[src/rtl/pc_sequencer.sv]
// Sequences the PC addresser: opcode fetch, then either an increment or a byte-wise 16-bit jump load.
// Define PC_SEQ_SHADOW_EN to track the expected addresser PC on shadow_pc.
module pc_sequencer #(
  parameter int ACK_TIMEOUT = 15
) (
  input  logic        clk,
  input  logic        reset,
  input  logic        start,
  input  logic        halt,
  input  logic        jump_req,
  input  logic        jump_valid,
  input  logic [7:0]  jump_byte,
  input  logic        mem_ack,
  output logic        mem_req,
  output logic [4:0]  ctrl_signals,
  output logic [7:0]  data_out,
  output logic        busy,
  output logic        error,
  output logic [15:0] shadow_pc
);

  localparam int CNT_W = $clog2(ACK_TIMEOUT + 1);

  typedef enum logic [3:0] {
    IDLE, FETCH, LDL, LDH, JWAIT_LO, JLDL, JWAIT_HI, JLDH, ERROR
  } state_t;

  state_t           state;
  logic             pending;
  logic [CNT_W-1:0] ack_cnt;

  // Control word for each state; it reaches the pins one cycle after the state,
  // so select and data_out settle a full cycle before every load bit rises.
  function automatic logic [4:0] ctrl_for(state_t s);
    case (s)
      LDL:      ctrl_for = 5'b00100;
      LDH:      ctrl_for = 5'b00010;
      JWAIT_LO: ctrl_for = 5'b00001;
      JLDL:     ctrl_for = 5'b00101;
      JWAIT_HI: ctrl_for = 5'b00001;
      JLDH:     ctrl_for = 5'b00011;
      default:  ctrl_for = 5'b00000;
    endcase
  endfunction

  always_ff @(posedge clk) begin
    if (reset) begin
      state        <= IDLE;
      pending      <= 1'b0;
      ack_cnt      <= '0;
      mem_req      <= 1'b0;
      ctrl_signals <= 5'b00000;
      data_out     <= 8'h00;
      busy         <= 1'b0;
      error        <= 1'b0;
    end else begin
      ctrl_signals <= ctrl_for(state);
      if (jump_req && state != IDLE && state != ERROR) pending <= 1'b1;
      case (state)
        IDLE: begin
          if (start) begin
            state   <= FETCH;
            mem_req <= 1'b1;
            busy    <= 1'b1;
          end
        end
        FETCH: begin
          if (mem_ack) begin
            ack_cnt <= '0;
            mem_req <= 1'b0;
            if (halt) begin
              state   <= IDLE;
              busy    <= 1'b0;
              pending <= 1'b0;
            end else if (pending || jump_req) begin
              state   <= JWAIT_LO;
              pending <= 1'b0;
            end else begin
              state <= LDL;
            end
          end else if (ack_cnt == CNT_W'(ACK_TIMEOUT)) begin
            state   <= ERROR;
            mem_req <= 1'b0;
            busy    <= 1'b0;
            error   <= 1'b1;
          end else begin
            ack_cnt <= ack_cnt + 1'b1;
          end
        end
        LDL: state <= LDH;
        LDH: begin
          state   <= FETCH;
          mem_req <= 1'b1;
        end
        JWAIT_LO: begin
          if (jump_valid) begin
            data_out <= jump_byte;
            state    <= JLDL;
          end
        end
        JLDL: state <= JWAIT_HI;
        JWAIT_HI: begin
          if (jump_valid) begin
            data_out <= jump_byte;
            state    <= JLDH;
          end
        end
        JLDH: begin
          state   <= FETCH;
          mem_req <= 1'b1;
        end
        ERROR: state <= ERROR;
        default: begin
          state   <= IDLE;
          mem_req <= 1'b0;
          busy    <= 1'b0;
        end
      endcase
    end
  end

`ifdef PC_SEQ_SHADOW_EN
  // Mirrors what the addresser will hold once the pending load completes.
  always_ff @(posedge clk) begin
    if (reset) begin
      shadow_pc <= 16'h0000;
    end else begin
      case (state)
        LDH:     shadow_pc       <= shadow_pc + 16'd1;
        JLDL:    shadow_pc[7:0]  <= data_out;
        JLDH:    shadow_pc[15:8] <= data_out;
        default: shadow_pc       <= shadow_pc;
      endcase
    end
  end
`else
  assign shadow_pc = 16'h0000;
`endif

endmodule
[config.mk]
export PLATFORM = sky130hd
export DESIGN_NAME = pc_sequencer
export DESIGN_NICKNAME = d
export VERILOG_FILES = /design/src/rtl/pc_sequencer.sv
export SDC_FILE = /design/constraint.sdc
export NUM_CORES = 1
export LEC_CHECK = 0
export CORE_AREA = 4 4 58 60
export CTS_CLUSTER_SIZE = 8
export DETAILED_ROUTE_END_ITERATION = 8
export DIE_AREA = 0 0 62 64
export GPL_TIMING_DRIVEN = 1
export HOLD_SLACK_MARGIN = 0.08
export PLACE_DENSITY = 0.76
export SLEW_MARGIN = 40
export SYNTH_ARGS = -nofsm -noshare
export SYNTH_HDL_FRONTEND = slang
export SYNTH_SLANG_ARGS = --single-unit
[constraint.sdc]
create_clock -name clk -period 1.9 [get_ports clk]
set_input_delay 0.19 -clock clk [delete_from_list [all_inputs] [get_ports clk]]
set_output_delay 0.19 -clock clk [all_outputs]
set_load 0.005 [all_outputs]
==> metrics.md, run 1 <==
| Metric | Value |
|---|---|
| Initial core utilization | 0.3996 |
| NumNets Final | 181 |
| I/O Pins | 47 |
| TritonRoute pass-1 iters | 4 |
| Tmin final | 1.766 ns |
| Routed Antenna Nets | 0 |
| Routed vias | 987 |
| # rows | 20 |
| Post-route DRC | 0 |
| Hold Crit Class | reg -> reg |
| Hold Crit Start | error$_SDFFE_PP0P_ |
| Area of the multi-input gates | 596.8 um^2 |
| LEAKAGE | 0.5465 nW |
| Detailed Place HPWL | between 1.5 and 2 mm |
| CP required | approximately 2.2 ns |
| Post-synth top cells | dfxtp_1 (23), buf_4 (18), nor2_1 (17) |
| Port bufs | 28 |
| Antenna diodes | 0 |
| Routed WL per cell | 12.83 um |
| Compound-Gate Fraction of Synth Area | 0.1487 |
| Post-synthesis simple-gate area fraction | 0.2160 |
| Post-Syn Area per Cell | 8.863 um^2 |
| Largest family of logic cells by synthesized area | simple AND/OR/NAND/NOR gates |
| Worst R2R Start | ack_cnt[0]$_SDFFE_PP0P_ |
| CTS clk-pin slew, worst paths | 0.12 ns |
| Gr usage total | 0.1299 |
| Crit. Startpoint | ack_cnt[0]$_SDFFE_PP0P_ |
| Synth area leaders | dfxtp_1 (39%), buf_4 (12%), mux2i_1 (7.7%), nor2_1 (5.5%), a21oi_1 (3.9%) |
| Maxcap violations | 0 |
| Post-Layout Cell Count | 197 |
| Sequential-to-total area share from yosys stat | 0.3936 |
| Max Fclk | 566.3 MHz |
| CP arrival | 2.02 ns |
| # setup viols final | 0 |
| Top cell type's share of synthesized area | 0.3936 |
| Fin. Hold Viols | 0 |
| Top-count cell post-synth | dfxtp_1 |
| Mapped Area | 1170 um^2 |
| Routability Congestion | 0.8774 |
| Number of flops mapped to enable cells by yosys | 0 |
| Post-Synth Adder-Cell Area | 0.01070 |
| Vias/cell | around 5 |
| Post-synthesis mux area share | 0.07701 |
| Fillers | ~280 |
| Hold_ws | 0.4681 ns |
| Final worst path period share | 0.9294 |
| Initial antenna violation count | 0 |
| CTS tree | done |
| Inserted Clock Buffers | 3 |
| DRT Wirelength | 2.527 mm |
| Setup bufs post-CTS | 0 |
| Largest net degree at the start of global routing | 13 |
| Power Density | 605.8 nW/um^2 |
| Skew final | 0.002685 ns |
| Die Y | 64 um |
| Asr flop ratio synth | 0 |
| DIE AREA | 3968 um^2 |
| CP Max Fanout | 7 |
| Vias in the first global route | 952 |
| Post-Synth XOR/XNOR Area | 0 |
| Slew @ Worst Pin | about 0.56 ns |
| Core box area | 2928 um^2 |
| RSZ-0062 raised after global routing | false |
| DP Cell Count | 193 |
| Mapped Cells | between 100 and 150 |
| Max_slew headroom | 0.6181 |
| Root Driver | clkbuf_4 |
| Post-synth cell types | 41 |
| Drt initial violations | 26 |
| Register area | 460.4 um^2 |
| Yosys reg bits | 23 |
| CP Capture Type | register |
| CTS Sinks | 23 |
| H-tree depth | 1 |
| Status | completed |
| Post-CTS Hold Fix Bufs | 0 |
| Final max-slew violation count | 0 |
| Peak supply drop | around 330 uV |
| CP Launch Type | register |
| Clk Latency, worst-skew pair | a little over 0.3 ns |
| Die Wd | 62 um |
| Ys flop type | dfxtp_1 |
| First-pass GRT wire length | roughly 4.0 mm |
| Yosys synthesis warning count | 0 |
| Setup TNS | 0 ns |
| Resize count post-CTS | 0 |
| Largest area contributor in the netlist | dfxtp_1 |
| Critical path class | reg -> reg |
| Fraction of layout cells with a size suffix above 1 | 0.09756 |
| Max clock buf depth | 2 |
| GRT overflow | 0 |
| Layout area overhead | 26.20% |
## area by class of cell
cell class | instances | area share
clock buffers | 4 | 0.01780
inverters | 3 | 0.007627
multi-input cells | 98 | 0.4042
flip-flops and latches | 23 | 0.3119
well taps | 33 | 0.02797
repair buffers | 36 | 0.2305
## metal layers
| metal | track usage | wire (um) |
|---|---|---|
| met5 | 0 | 0 |
| met4 | 0.04244 | 37 |
| met3 | 0.02626 | 189 |
| met2 | 0.2306 | 1308 |
| met1 | 0.1481 | 991 |
## worst paths after layout
check | to | slack, ns | depth (start not counted)
min | error$_SDFFE_PP0P_ | 0.47 | 2
max reg2reg | mem_req$_SDFFE_PP0P_ | 0.13 | 5
max | mem_req$_SDFFE_PP0P_ | 0.13 | 5
min reg2reg | error$_SDFFE_PP0P_ | 0.47 | 2
## critical path: stages, from the launching register on
cell and delay [ns]:
dfxtp_1 0.43, ha_1 0.22, nand3_1 0.15, nor3b_2 0.24, or4b_1 0.53, a21oi_1 0.14
## registers in the layout, indices dropped and copies added (netlist names)
signal / count
data_out: 8
ack_cnt: 4
state: 4
ctrl_signals: 3
busy: 1
error: 1
mem_req: 1
pending: 1
## layout by cell type, fill, tap and decap left out, types with 2 or more instances in the layout
cell	count
o21ai_1	2
clkbuf_4	3
nor3b_1	2
nor4b_1	2
dfxtp_1	23
clkdlybuf4s50_1	28
o31ai_1	2
nand3_1	3
nor3_1	3
buf_4	8
a31oi_1	2
conb_1	18
nor2_1	17
or4_1	2
a21oi_1	9
or3_1	3
inv_1	2
nand2b_1	3
mux2i_1	9
## per-stage QoR
stage / total power, W / utilization / instance area [um^2] / worst slack [ns]
after floorplan: 0.0006292 / - / 1234 / 0.3390
after global placement: 0.0006758 / 0.4953 / 1450 / 0.2145
after detailed placement: 0.0006792 / 0.4953 / 1450 / 0.1640
after CTS: 0.0009042 / 0.5043 / 1476 / 0.1384
after global routing: 0.0009402 / 0.5043 / 1476 / 0.01882
final: 0.0008944 / 0.5043 / 1476 / 0.1341
## power breakdown
| part | switching (W) | total (W) | internal (W) |
|---|---|---|---|
| Sequential | 0.0000113 | 0.000509 | 0.000498 |
| Clock | 0.000141 | 0.000224 | 0.0000821 |
| Combinational | 0.0000733 | 0.000162 | 0.0000883 |
| Total | 0.000226 | 0.000894 | 0.000668 |
## logic make-up after synthesis
| kind of cell | Yosys count |
|---|---|
| compound gates | 26 |
| fa+ha+maj | 1 |
| buf+inv | 28 |
| flops | 23 |
| mux | 9 |
| other cells | 1 |
| simple gates | 44 |
Note: power is estimated with default switching activity, not from simulation.
==> inputs of run 2 (changes only) <==
Settings changed: SLEW_MARGIN 40 to 5.
==> results of run 2 <==
Final layout, timing and power as in run 1 (identical DEF).
